[config.mk]
export PLATFORM = sky130hd
export DESIGN_NAME = if_fetch_queue
export DESIGN_NICKNAME = d
export VERILOG_FILES = /design/src/rtl/if_fetch_queue.sv
export SDC_FILE = /design/constraint.sdc
export NUM_CORES = 1
export LEC_CHECK = 0
export CELL_PAD_IN_SITES_DETAIL_PLACEMENT = 0
export CELL_PAD_IN_SITES_GLOBAL_PLACEMENT = 1
export CORE_ASPECT_RATIO = 0.5
export CORE_MARGIN = 4
export CORE_UTILIZATION = 50
export CTS_CLUSTER_SIZE = 20
export DETAILED_ROUTE_END_ITERATION = 10
export GPL_TIMING_DRIVEN = 0
export PLACE_DENSITY = 0.95
export RECOVER_POWER = 25
export SLEW_MARGIN = 25
export SYNTH_ARGS = -nofsm -noshare
export SYNTH_HDL_FRONTEND = slang
export SYNTH_SLANG_ARGS = --single-unit
[constraint.sdc]
create_clock -name clk -period 11.5 [get_ports clk]
set_input_delay 2.3 -clock clk [delete_from_list [all_inputs] [get_ports clk]]
set_output_delay 2.3 -clock clk [all_outputs]
set_load 0.02 [all_outputs]
[src/rtl/if_fetch_queue.sv]
`default_nettype none
// ============================================================================
//  Module   : if_fetch_queue
//  Purpose  : Instruction-fetch front end. Issues sequential fetch addresses
//             to instruction memory, buffers returned instructions in a small
//             in-order queue and presents pc/instr pairs to the ID stage.
//             A redirect flushes the queue, restarts fetch at a new PC and
//             discards responses that belong to pre-redirect requests.
//  Revision : 1.0 - initial release
// ----------------------------------------------------------------------------
//  Ports
//    clk               in   1     clock, rising edge
//    rst_n             in   1     synchronous active-low reset
//    redirect_i        in   1     flush and restart fetch at redirect_pc_i
//    redirect_pc_i     in   XLEN  new fetch PC (bits [1:0] ignored)
//    imem_req_valid_o  out  1     fetch request valid
//    imem_req_ready_i  in   1     memory accepts request
//    imem_req_addr_o   out  XLEN  fetch address
//    imem_rsp_valid_i  in   1     instruction returned (in request order)
//    imem_rsp_data_i   in   32    returned instruction
//    id_valid_o        out  1     queue head valid toward ID
//    id_ready_i        in   1     ID accepts head
//    id_pc_o           out  XLEN  PC of head entry
//    id_instr_o        out  32    instruction of head entry
// ============================================================================
module if_fetch_queue #(
  parameter int              XLEN     = 64,
  parameter logic [XLEN-1:0] RESET_PC = XLEN'(64'h8000_0000),
  parameter int              DEPTH    = 4
) (
  input  logic            clk,
  input  logic            rst_n,
  input  logic            redirect_i,
  input  logic [XLEN-1:0] redirect_pc_i,
  output logic            imem_req_valid_o,
  input  logic            imem_req_ready_i,
  output logic [XLEN-1:0] imem_req_addr_o,
  input  logic            imem_rsp_valid_i,
  input  logic [31:0]     imem_rsp_data_i,
  output logic            id_valid_o,
  input  logic            id_ready_i,
  output logic [XLEN-1:0] id_pc_o,
  output logic [31:0]     id_instr_o
);

  localparam int AW = $clog2(DEPTH);
  localparam int CW = AW + 1;
  // One extra bit so q_cnt + out_cnt can never overflow the compare.
  localparam logic [CW:0] DEPTH_W = (CW+1)'(DEPTH);

  typedef enum logic [0:0] {
    ST_RUN   = 1'b0,
    ST_DRAIN = 1'b1
  } state_t;

  state_t          state_q,    state_d;
  logic [XLEN-1:0] fetch_pc_q, fetch_pc_d;
  logic [XLEN-1:0] rsp_pc_q,   rsp_pc_d;
  logic [CW-1:0]   q_cnt_q,    q_cnt_d;
  logic [CW-1:0]   out_cnt_q,  out_cnt_d;
  logic [CW-1:0]   drop_cnt_q, drop_cnt_d;
  logic [AW-1:0]   head_q,     head_d;
  logic [AW-1:0]   tail_q,     tail_d;

  logic [XLEN-1:0] pc_mem    [DEPTH];
  logic [31:0]     instr_mem [DEPTH];

  logic [XLEN-1:0] redirect_pc_al;
  logic [CW:0]     inflight;
  logic            req_valid;
  logic            req_fire;
  logic            rsp_take;
  logic            rsp_drop;
  logic            push;
  logic            id_valid;
  logic            pop;

  // Low two bits are forced to zero: fetch is always word aligned.
  assign redirect_pc_al = redirect_pc_i & ~XLEN'(3);

  // Queued plus outstanding entries are capped at DEPTH, so every response
  // is guaranteed a free slot when it arrives.
  assign inflight  = {1'b0, q_cnt_q} + {1'b0, out_cnt_q};
  assign req_valid = rst_n && (state_q == ST_RUN) && !redirect_i && (inflight < DEPTH_W);
  assign req_fire  = req_valid && imem_req_ready_i;

  // A response with nothing outstanding is a protocol violation; ignore it.
  assign rsp_take  = imem_rsp_valid_i && (out_cnt_q != '0);
  assign rsp_drop  = rsp_take && (drop_cnt_q != '0);
  assign push      = rsp_take && (drop_cnt_q == '0) && !redirect_i;

  assign id_valid  = rst_n && (q_cnt_q != '0) && !redirect_i;
  assign pop       = id_valid && id_ready_i;

  assign imem_req_valid_o = req_valid;
  assign imem_req_addr_o  = fetch_pc_q;
  assign id_valid_o       = id_valid;
  assign id_pc_o          = id_valid ? pc_mem[head_q]    : '0;
  assign id_instr_o       = id_valid ? instr_mem[head_q] : '0;

  always_comb begin
    state_d    = state_q;
    fetch_pc_d = fetch_pc_q;
    rsp_pc_d   = rsp_pc_q;
    q_cnt_d    = q_cnt_q;
    out_cnt_d  = out_cnt_q;
    drop_cnt_d = drop_cnt_q;
    head_d     = head_q;
    tail_d     = tail_q;

    if (req_fire) begin
      fetch_pc_d = fetch_pc_q + XLEN'(4);
    end

    case ({req_fire, rsp_take})
      2'b10:   out_cnt_d = out_cnt_q + CW'(1);
      2'b01:   out_cnt_d = out_cnt_q - CW'(1);
      default: out_cnt_d = out_cnt_q;
    endcase

    if (rsp_drop) begin
      drop_cnt_d = drop_cnt_q - CW'(1);
    end else if (rsp_take) begin
      rsp_pc_d = rsp_pc_q + XLEN'(4);
    end

    if (push) begin
      tail_d = tail_q + AW'(1);
    end
    if (pop) begin
      head_d = head_q + AW'(1);
    end

    case ({push, pop})
      2'b10:   q_cnt_d = q_cnt_q + CW'(1);
      2'b01:   q_cnt_d = q_cnt_q - CW'(1);
      default: q_cnt_d = q_cnt_q;
    endcase

    // Leave DRAIN once the last stale response has been consumed.
    if ((state_q == ST_DRAIN) && (drop_cnt_d == '0)) begin
      state_d = ST_RUN;
    end

    // Redirect overrides everything. No request can fire this cycle, so the
    // outstanding count after this edge is exactly what must be discarded;
    // in DRAIN this equals the remaining drop count anyway.
    if (redirect_i) begin
      fetch_pc_d = redirect_pc_al;
      rsp_pc_d   = redirect_pc_al;
      q_cnt_d    = '0;
      head_d     = '0;
      tail_d     = '0;
      drop_cnt_d = out_cnt_d;
      state_d    = (out_cnt_d != '0) ? ST_DRAIN : ST_RUN;
    end
  end

  always_ff @(posedge clk) begin
    if (!rst_n) begin
      state_q    <= ST_RUN;
      fetch_pc_q <= RESET_PC;
      rsp_pc_q   <= RESET_PC;
      q_cnt_q    <= '0;
      out_cnt_q  <= '0;
      drop_cnt_q <= '0;
      head_q     <= '0;
      tail_q     <= '0;
    end else begin
      state_q    <= state_d;
      fetch_pc_q <= fetch_pc_d;
      rsp_pc_q   <= rsp_pc_d;
      q_cnt_q    <= q_cnt_d;
      out_cnt_q  <= out_cnt_d;
      drop_cnt_q <= drop_cnt_d;
      head_q     <= head_d;
      tail_q     <= tail_d;
    end
  end

  // Queue storage needs no reset: entries are only visible once counted.
  always_ff @(posedge clk) begin
    if (push) begin
      pc_mem[tail_q]    <= rsp_pc_q;
      instr_mem[tail_q] <= imem_rsp_data_i;
    end
  end

endmodule
`default_nettype wire

# Word level (Yosys, flattened, before mapping)
# Memory sizes are Yosys's and may differ from the RTL's. A register that Yosys moved wholly into a read port is not among the register bits.
# Cells that the tools add are included.
[totals] regBits=142 ramBits=384 wordCells=77 n_memories=2
[mem_list] memory="pc_mem" words=4 width=64 read_ports=1 rd_ports_with_merged_regs=1 write_ports=1 line_no="65" source="logic [XLEN-1:0] pc_mem [DEPTH];"
[mem_list] memory="instr_mem" words=4 width=32 read_ports=1 rd_ports_with_merged_regs=1 write_ports=1 line_no="66" source="logic [31:0] instr_mem [DEPTH];"
[op_classes] add_sub_neg=10 order_cmp=1 n_eq_ne=5 muxes=20 n_bitwise=3 reduce_logical=26
[ops] cell="64-bit two-way mux" count=6
[ops] cell="64-bit by 3-bit adder with 64-bit output (second input constant)" count=2
[ops] cell="32-bit two-way mux" count=1
[ops] cell="1-bit logical AND" count=12
[ops] cell="3-bit case mux with 2 select lines" count=2
[ops] cell="3-bit nonzero test" count=4
[ops] cell="3-bit by 1-bit subtractor with 3-bit output (second input constant)" count=3
[ops] cell="2-bit two-way mux" count=4
[ops] cell="2-bit nonzero test" count=4
[ops] cell="3-bit by 1-bit adder with 3-bit output (second input constant)" count=2
[ops] cell="3-bit logical NOT" count=2
[ops] cell="3-bit two-way mux" count=2
[ops] cell="1-bit two-way mux" count=5
[ops] cell="2-bit by 1-bit adder with 2-bit output (second input constant)" count=2
[ops] cell="3-bit by 3-bit adder with 4-bit output" count=1
[ops] cell="2-bit by 1-bit == test with 1-bit output (second input constant)" count=2
[ops] cell="2-bit == test (second input constant)" count=2
[ops] cell="4-bit by 3-bit less-than comparator with 1-bit output (second input constant)" count=1
[ops] cell="2-bit AND reduction" count=2
[ops] cell="1-bit inverter" count=3
[ops] cell="2-bit inequality test (second input constant)" count=1
[ops] cell="2-bit OR reduction" count=1
[ops] cell="1-bit logical NOT" count=1

# Depth between registers and ports, before layout
# Gate-level depths: netlist (run 1).
[depth] word_depth=10 ltp_mapped=13

# Worst setup path before layout (run 1)
# OpenSTA, ideal clock, no wires.
[synth_timing] path_kind="input-to-output" startpoint="input redirect_i" endpoint="output id_instr_o[0]" t_arrival_ns=3.584 slack_ns=5.616 path_stages=6 cell_sequence="clkbuf_1 nand2b_1 nor2_1 clkbuf_1 clkbuf_1 and2_1"
[synth_between] elab_chain_cells=3
[synth_rtl] element="from (decl)" line_no="33" source="input logic redirect_i,"
[synth_rtl] element="1-bit logical NOT" line_no="92" source="assign id_valid = rst_n && (q_cnt_q != '0) && !redirect_i;"
[synth_rtl] element="1-bit logical AND" line_no="92"
[synth_rtl] element="32-bit two-way mux" line_no="99" source="assign id_instr_o = id_valid ? instr_mem[head_q] : '0;"
[synth_rtl] element="to (decl)" line_no="43" source="output logic [31:0] id_instr_o"
# Every way passes these cells.

# Worst setup path in the final report (run 1)
[layout_timing] startpoint="input rst_n" endpoint="output id_pc_o[40]"
[layout_between] elab_chain_cells=3
[layout_rtl] element="from (decl)" line_no="32" source="input logic rst_n,"
[layout_rtl] element="1-bit logical AND (2 in a row)" line_no="92"
[layout_rtl] element="64-bit two-way mux" line_no="98" source="assign id_pc_o = id_valid ? pc_mem[head_q] : '0;"
[layout_rtl] element="to (decl)" line_no="42" source="output logic [XLEN-1:0] id_pc_o,"
# Every way passes these cells.

==> results.cfg, run 1 <==
[clock_tree]
postCtsHoldBufs = 0
cts_tree = yes
cts_buffer_depth = 3
cts.htree.levels = 2
ctsResizeCount = 0
post-cts-setup-buffer-count = 0
cts_root_buffer = clkbuf_16
cts.clk_slew.worst_paths_ns = 0.07
clock_sinks = 516
clock_latency_ns = 0.58
cts_buffers = 46

[outcome]
status = finished clean

[cells_and_area]
nNetsFinal = 2051
synthToLayoutAreaGrowth_pct = 22.57
drive_above_1_share = 0.1142

[synth]
synth_cell_type_count = 69
synth_warnings = 0
async_flop_share = 0
syn_area_um2 = 22180
netlist_instances = 1620
ys_seq_area_frac = 0.6353
ys.flop_type = edfxtp_1
synth_seq_cells = 516
synth_area_per_cell_um2 = 13.69
synth_edf_count = 376

[floorplanning]
die_y_um = 156.9
start_util = 0.5074
die_area_um2 = 48000
io-pin-count = 264
coreArea_um2 = 43710
placementRows = 54
die_x_um = 305.9

[min_path]
min_path_type = register to register

[placement]
dpl.hpwl_mm = 43.75
gp_congestion = 0.9300
portBuffers = 256

[drt]
routed_wirelength_mm = 63.52
drt_iter0_markers = 1845
detail-route-antenna-nets = 0
drcViolationCount = 0
num_vias = 15510
vias_per_cell = 6.057
wl_per_cell_um = 24.81
firstDrtPassIters = 7

[timing]
fin_skew_ns = 0.02002
rsz0062_at_grt = false
period_share = 0.7136
drv_slew = 0
worst_pin_slew_ns = 1.107
fin_crit_ns = 8.207
finalHoldViolations = 0
final.setup.tns_ns = 0
slew_headroom = 0.2549
max_freq_mhz = 121.9
setup_violations = 0

[global_route]
grtUsageMet3 = 0.04935
antenna_found_initial = 2
use_met1 = 0.3439
grt_pass1_wl_mm = 95.66
groute.usage.overall = 0.2610
grt-ovfl-total = 0
grt_pass1_vias = 15300
grt_start_max_net_pins = 46
grt.busiest_layer = met2
gr-usage-met2 = 0.4408

[power_and_ir_drop]
power_density_nw_per_um2 = 151.2
internal_power_mw = 3.099
ir_worst_vdd_mv = 0.1023
switchingPower_mw = 1.011
power_frac_seq = 0.526
clkPwrFrac = 0.376
leakage_nw = 8.704
power.total_mw = 4.110
netSwitchingFraction = 0.2460
p_comb_frac = 0.097

[worst_setup_path]
critPathRequiredTime_ns = 9.20
crit_fanout = 10
crit_type = primary input to primary output
end_kind = primary output
critPathLaunchType = primary input
rrSetupSlack_ns = 7.87
arrival_ns = 5.91

[run]
maxCapViolCount = 0
[cells by family after synthesis]
| family | share of synthesized area |
|---|---|
| AOI/OAI and AO/OA | 0.07118 |
| other | 0.0001691 |
| adders and majority gates | 0.008573 |
| muxes | 0.1002 |
| DFF | 0.6353 |
| xor gates and xnor gates | 0.03080 |
| buffers and inverters | 0.02645 |
| and+or+nand+nor | 0.1273 |
[per-stage QoR]
step | cell area (µm²) | util | worst slack, ns | cells | hold slack [ns]
final | 27190 | 0.6220 | 3.293 | 2560 | 0.5270
after global routing | 27190 | 0.6220 | 3.119 | 2560 | 0.5317
after CTS | 27180 | 0.6218 | 3.311 | 2559 | 0.5241
after detailed placement | 25690 | 0.5877 | 3.314 | 2475 | 0.5130
after global placement | 25490 | 0.5831 | 3.329 | 2467 | 0.4840
after floorplan | 22190 | - | 5.616 | 1623 | 0.4692
[final cells by class]
class	instances	area [µm²]
diodes	1	2.502
multi-input cells	979	7523
clock inverters	30	289.0
clock buffers	54	1202
plain buffers	96	469.2
fillers	3180	16530
well taps	588	735.7
inverters	32	120.1
flip-flops and latches	516	14090
repair buffers	264	2753
[Yosys cell counts, drive strengths merged, types with 2 or more instances]
cell / count / area (µm²)
a31oi: 19 / 118.9
nor3b: 3 / 22.52
mux2i: 6 / 60.06
edfxtp: 376 / 11290
nand2b: 4 / 25.02
or4: 6 / 57.55
o21ai: 83 / 415.4
a32oi: 4 / 35.03
a221oi: 4 / 35.03
nor3: 41 / 205.2
and3: 25 / 160.2
nor4: 30 / 275.3
o21a: 4 / 30.03
a221o: 2 / 20.02
mux4: 94 / 2117
nand4b: 3 / 26.28
xnor2: 58 / 508.0
xor2: 20 / 175.2
a21o: 3 / 22.52
and4: 10 / 87.58
inv: 32 / 120.1
ha: 12 / 150.1
and2: 105 / 658.1
a211oi: 11 / 82.58
dfxtp: 140 / 2803
a41oi: 3 / 26.28
mux2: 4 / 45.04
fa: 2 / 40.04
nor2: 88 / 330.3
a21oi: 103 / 515.5
a222oi: 3 / 30.03
nand3: 44 / 230.2
or3: 7 / 43.79
o211ai: 5 / 37.54
o311ai: 7 / 78.83
nand4: 49 / 334.1
o31ai: 2 / 15.01
nand2: 94 / 352.8
o22ai: 5 / 31.28
clkbuf: 71 / 309.0
buf: 24 / 148.9
a21boi: 2 / 15.01
[layout by cell type (no fill, tap or decap), drive strengths merged, types with 5 or more instances in the layout]
cell type	instances
o311ai	7
a211oi	11
xnor2	58
o211ai	5
inv	33
and4	10
nor2	88
a21oi	103
nand3	44
and2	105
nor3	41
or3	7
xor2	20
mux2i	6
clkinv	22
clkdlybuf4s50	252
nor4	30
o21ai	83
dfxtp	140
a31oi	19
clkbuf	126
o22ai	5
edfxtp	376
mux4	94
nand2	94
nand4	49
buf	31
and3	25
ha	12
or4	6
[flip-flops by register name (all words and copies together), names as in the netlist, named ones only]
register and cells:
pc_mem 248, instr_mem 128, imem_req_addr_o 62, drop_cnt_q 3, head_q 2, out_cnt_q 3, rsp_pc_q 62, state_q 1
tail_q 2, q_cnt_q 3
[power by group through the flow]
stage / registers [mW] / clock network [mW] / logic (mW)
2_1_floorplan: 2.19 / 0 / 0.214
3_3_place_gp: 2.20 / 0 / 0.380
3_5_place_dp: 2.20 / 0 / 0.394
4_1_cts: 2.16 / 1.56 / 0.397
5_1_grt: 2.17 / 1.65 / 0.432
6_report: 2.16 / 1.55 / 0.401
[final timing paths]
| kind | start | end | cells past startpoint |
|---|---|---|---|
| hold reg to reg | q_cnt_q[2] | q_cnt_q[2] | 2 |
| setup / recovery | rst_n | id_pc_o[40] | 7 |
| setup reg to reg | out_cnt_q[2] | state_q | 13 |
| hold / removal | q_cnt_q[2] | q_cnt_q[2] | 2 |
[worst max-delay path: stages]
cell	delay [ns]
clkdlybuf4s50_1	0.71
nand2b_1	0.23
nor2_1	0.72
clkbuf_1	0.62
clkbuf_1	0.41
and2_1	0.26
clkdlybuf4s50_1	0.63
[per-layer routing]
layer / vias up / share of wire / wire (µm)
li1: 6866 / - / -
met1: 7720 / 0.38 / 24330
met2: 765 / 0.49 / 31210
met3: 153 / 0.087 / 5520
met4: 2 / 0.038 / 2408
met5: - / 0.00080 / 51
Power figures use the tool's default switching activity.
==> inputs of run 2 (changes only) <==
--- a/config.mk
+++ b/config.mk
@@ -9,11 +9,11 @@
 export CELL_PAD_IN_SITES_GLOBAL_PLACEMENT = 1
 export CORE_ASPECT_RATIO = 0.5
 export CORE_MARGIN = 4
-export CORE_UTILIZATION = 50
+export CORE_UTILIZATION = 46
 export CTS_CLUSTER_SIZE = 20
 export DETAILED_ROUTE_END_ITERATION = 10
 export GPL_TIMING_DRIVEN = 0
-export PLACE_DENSITY = 0.95
+export PLACE_DENSITY = 0.91
 export RECOVER_POWER = 25
 export SLEW_MARGIN = 25
 export SYNTH_ARGS = -nofsm -noshare
==> constraint.sdc (replaced) <==
create_clock -name clk -period 7.6 [get_ports clk]
set_input_delay 1.52 -clock clk [delete_from_list [all_inputs] [get_ports clk]]
set_output_delay 1.52 -clock clk [all_outputs]
set_load 0.02 [all_outputs]
==> results.cfg, run 2 (synthesis gave the netlist of run 1 again) <==
[worst_setup_path]
rrSetupSlack_ns = 3.90
crit_start = rst_n
critPathRequiredTime_ns = 6.08
r2r-end = drop_cnt_q[2]
cp_slowest_cell = nor2_1
path_cells = clkdlybuf4s50_1 -> nand2b_1 -> nor2_1 -> clkbuf_1 -> clkbuf_1 -> and2_1 -> clkdlybuf4s50_1
crit_fanout = 10
critPathLaunchType = primary input
rr_startpoint = out_cnt_q[2]
arrival_ns = 5.05
reg2reg_depth = 13
crit_type = primary input to primary output
cpPeakStageDelay_ns = 0.70
end_kind = primary output

[min_path]
hold_path_depth = 2
min_path_type = register to register
hold_end = tail_q[1]
hp-start = tail_q[1]

[global_route]
grt_pass1_wl_mm = 94.92
grt-ovfl-total = 0
grt_start_max_net_pins = 46
grt_pass1_vias = 15460
groute.usage.overall = 0.2387
antenna_found_initial = 0

[floorplanning]
coreArea_um2 = 47230
placementRows = 56
die_y_um = 163.3
die_area_um2 = 52010
start_util = 0.4697
die_x_um = 318.6
io-pin-count = 264

[cells_and_area]
reg_top3 = pc_mem: 248 flops, instr_mem: 128 flops
fin_cells = 2610
largest_reg_flops = 248
drive_above_1_share = 0.1136
nNetsFinal = 2051
regMostFlops = pc_mem
final_common_cell = edfxtp_1
synthToLayoutAreaGrowth_pct = 22.77
fin_util = 0.5767
layout_common_cells = edfxtp_1 (376), clkdlybuf4s50_1 (251), dfxtp_1 (140)
stdcell_area_um2 = 27230

[timing]
worst_pin_slew_ns = 0.9043
period_share = 0.8644
rsz0062_at_grt = false
finalHoldViolations = 0
setup_violations = 0
fin_crit_ns = 6.570
final.setup.tns_ns = 0
fin_skew_ns = 0.01670
slew_headroom = 0.3916
max_freq_mhz = 152.2
drv_slew = 0

[outcome]
status = finished clean

[drt]
firstDrtPassIters = 5
wl_per_cell_um = 24.21
num_vias = 15240
drcViolationCount = 0
routed_wirelength_mm = 63.18
drt_iter0_markers = 1766
detail-route-antenna-nets = 0
vias_per_cell = 5.837

[power_and_ir_drop]
leakage_nw = 8.682
power_density_nw_per_um2 = 227.4
ir_worst_vdd_mv = 0.1442

[clock_tree]
clock_latency_ns = 0.57
cts_buffer_depth = 3
cts_tree = yes
clock_sinks = 516
cts.clk_slew.worst_paths_ns = 0.06
cts_buffers = 46
post-cts-setup-buffer-count = 0
cts.htree.levels = 2
cts_root_buffer = clkbuf_16
postCtsHoldBufs = 0
ctsResizeCount = 0

[placement]
place_inst = 2525
gp_congestion = 0.9366
dpl.hpwl_mm = 43.72
placed_area_um2 = 25750
portBuffers = 256

[run]
maxCapViolCount = 0
==> run 2: critical path: cells and delay by family <==
| family | cells | cell delay, ns |
|---|---|---|
| buffers and inverters | 4 | 2.34 |
| and+or+nand+nor | 3 | 1.16 |
==> run 2: through the flow <==
| stage | setup WS [ns] | power, mW | hold WS (ns) |
|---|---|---|---|
| after floorplan | 2.839 | 3.634 | 0.4692 |
| after global placement | 0.6119 | 3.906 | 0.4844 |
| after detailed placement | 0.9704 | 3.927 | 0.5005 |
| after CTS | 0.9410 | 6.211 | 0.5194 |
| after global routing | 0.8913 | 6.401 | 0.5461 |
| final | 1.030 | 6.194 | 0.5240 |
==> run 2: how the worst max path moves through the flow <==
stage / slack [ns] / cells after the start / to
detailed placement: 0.97 / 7 / id_instr_o[2]
global placement: 0.61 / 4 / instr_mem[1][3]
floorplan: 2.84 / 4 / instr_mem[0][0]
CTS: 0.94 / 7 / id_instr_o[2]
global route: 0.89 / 7 / id_instr_o[13]
finish: 1.03 / 7 / id_instr_o[12]
==> run 2: layout make-up <==
cell class / count / area (µm²)
Clock buffer: 56 / 1189
Sequential cell: 516 / 14090
Buffer: 96 / 466.7
Inverter: 32 / 120.1
Timing Repair Buffer: 264 / 2753
Multi-Input combinational cell: 979 / 7530
Antenna cell: 1 / 2.502
Fill cell: 3691 / 19990
Tap cell: 638 / 798.3
Clock inverter: 28 / 281.5
==> run 2: power by group <==
part / internal [mW] / switching (mW)
Clock: 1.26 / 1.05
Sequential: 3.15 / 0.122
Combinational: 0.264 / 0.349
Total: 4.68 / 1.52
==> run 2: metal layers <==
metal / GRT usage / share of wire
met5: 0 / 0
met1: 0.3128 / 0.39
met4: 0.09082 / 0.036
met2: 0.4059 / 0.49
met3: 0.03814 / 0.078
==> inputs of run 3 (changes only) <==
==> config.mk (replaced) <==
export PLATFORM = sky130hd
export DESIGN_NAME = if_fetch_queue
export DESIGN_NICKNAME = d
export VERILOG_FILES = /design/src/rtl/if_fetch_queue.sv
export SDC_FILE = /design/constraint.sdc
export NUM_CORES = 1
export LEC_CHECK = 0
export CORE_ASPECT_RATIO = 0.5
export CORE_MARGIN = 4
export CORE_UTILIZATION = 50
export CTS_CLUSTER_SIZE = 24
export DETAILED_ROUTE_END_ITERATION = 10
export GPL_TIMING_DRIVEN = 0
export PLACE_DENSITY = 0.84
export RECOVER_POWER = 25
export SLEW_MARGIN = 25
export SYNTH_ARGS = -nofsm -noshare
export SYNTH_HDL_FRONTEND = slang
export SYNTH_SLANG_ARGS = --single-unit
==> results.cfg, run 3 (synthesis gave the netlist of run 1 again) <==
[floorplanning]
coreArea_um2 = 43710
start_util = 0.5074
io-pin-count = 264
placementRows = 54
die_x_um = 305.9
die_y_um = 156.9
die_area_um2 = 48000

[drt]
firstDrtPassIters = 7
dr_wl_met3_mm = 6.214
wl_per_cell_um = 25.56
detail-route-antenna-nets = 0
num_vias = 15860
drt_iter0_markers = 2223
routed_wirelength_mm = 65.60
vias_per_cell = 6.182
drcViolationCount = 0
wl_met1_mm = 24.03
top_layer_used = met4
wl_met2_mm = 31.96

[worst_setup_path]
arrival_ns = 5.07
path_cells = clkdlybuf4s50_1 -> nand2b_1 -> nor2_1 -> clkbuf_1 -> clkbuf_1 -> and2_1 -> clkdlybuf4s50_1
cpPeakStageDelay_ns = 0.70
crit_type = primary input to primary output
reg2reg_depth = 13
critPathRequiredTime_ns = 6.08
crit_start = rst_n
cp_slowest_cell = clkdlybuf4s50_1
crit_fanout = 10
rr_startpoint = out_cnt_q[1]
end_kind = primary output
r2r-end = state_q
crit_end = id_pc_o[45]
critPathLaunchType = primary input
rrSetupSlack_ns = 4.07

[placement]
portBuffers = 256
place_ws_ns = 1.023
gp_congestion = 0.9699
dpl.hpwl_mm = 44.06

[cells_and_area]
largest_reg_flops = 248
regMostFlops = pc_mem
drive_above_1_share = 0.1131
layout_common_cells = edfxtp_1 (376), clkdlybuf4s50_1 (249), dfxtp_1 (140)
synthToLayoutAreaGrowth_pct = 22.51
nNetsFinal = 2051
final_common_cell = edfxtp_1
reg_top3 = pc_mem: 248 flops, instr_mem: 128 flops

[clock_tree]
cts_tree = yes
post-cts-setup-buffer-count = 0
clock_latency_ns = 0.56
ctsResizeCount = 0
cts_buffer_depth = 3
postCtsHoldBufs = 0
cts.htree.levels = 2
cts_buffers = 46
cts_root_buffer = clkbuf_16
clock_sinks = 516
cts.clk_slew.worst_paths_ns = 0.06

[timing]
fin_crit_ns = 6.589
period_share = 0.8670
final.setup.tns_ns = 0
drv_slew = 0
fin_skew_ns = 0.01719
slew_headroom = 0.2245
setup_violations = 0
max_freq_mhz = 151.8
worst_pin_slew_ns = 1.153
rsz0062_at_grt = false
setup_ws_ns = 1.011
finalHoldViolations = 0

[power_and_ir_drop]
leakage_nw = 8.686
power_density_nw_per_um2 = 227.3
ir_worst_vdd_mv = 0.1412
power.total_mw = 6.177

[global_route]
grt-ovfl-total = 0
antenna_found_initial = 6
groute.usage.overall = 0.2673
grt_start_max_net_pins = 45
grt_pass1_wl_mm = 97.81
grt_pass1_vias = 15720

[run]
maxCapViolCount = 0

[outcome]
status = finished clean

[min_path]
min_path_type = register to register
==> run 3: worst min-delay path by stage <==
| stage | startpoint | end | slack [ns] | cells past startpoint |
|---|---|---|---|---|
| finish | tail_q[1] | tail_q[1] | 0.51 | 2 |
| global route | tail_q[1] | tail_q[1] | 0.53 | 2 |
| CTS | tail_q[1] | tail_q[1] | 0.50 | 2 |
| detailed placement | tail_q[1] | tail_q[1] | 0.49 | 2 |
| global placement | tail_q[1] | tail_q[1] | 0.49 | 2 |
| floorplan | tail_q[1] | tail_q[1] | 0.47 | 2 |
==> run 3: area by class of cell <==
class	instances	area (µm²)
Antenna cell	6	15.01
Buffer	96	467.9
Clock buffer	57	1214
Clock inverter	28	225.2
Fill cell	3026	16540
Inverter	32	120.1
Multi-Input combinational cell	979	7530
Sequential cell	516	14090
Tap cell	588	735.7
Timing Repair Buffer	264	2775
==> run 3: power by group <==
group / switching (mW) / leakage, nW / internal (mW)
clock network: 1.05 / 0.693 / 1.24
logic: 0.347 / 3.41 / 0.264
registers: 0.125 / 4.58 / 3.15
==> run 3: critical path: cells and delay by family <==
family | cells | cell delay, ns
buffers and inverters | 4 | 2.40
and+or+nand+nor | 3 | 1.13
==> run 3: stage by stage <==
step	instances	area [µm²]	hold slack, ns	utilization
2_1_floorplan	1623	22190	0.4692	-
3_3_place_gp	2467	25490	0.4864	0.5831
3_5_place_dp	2475	25710	0.4949	0.5882
4_1_cts	2560	27150	0.5036	0.6212
5_1_grt	2566	27180	0.5314	0.6217
6_report	2566	27180	0.5123	0.6217
==> run 3: routing by layer <==
| metal | global-route usage | vias up |
|---|---|---|
| li1 | - | 6855 |
| met1 | 0.3433 | 7878 |
| met2 | 0.4469 | 921 |
| met3 | 0.04679 | 210 |
| met4 | 0.1331 | 0 |
| met5 | 0 | - |
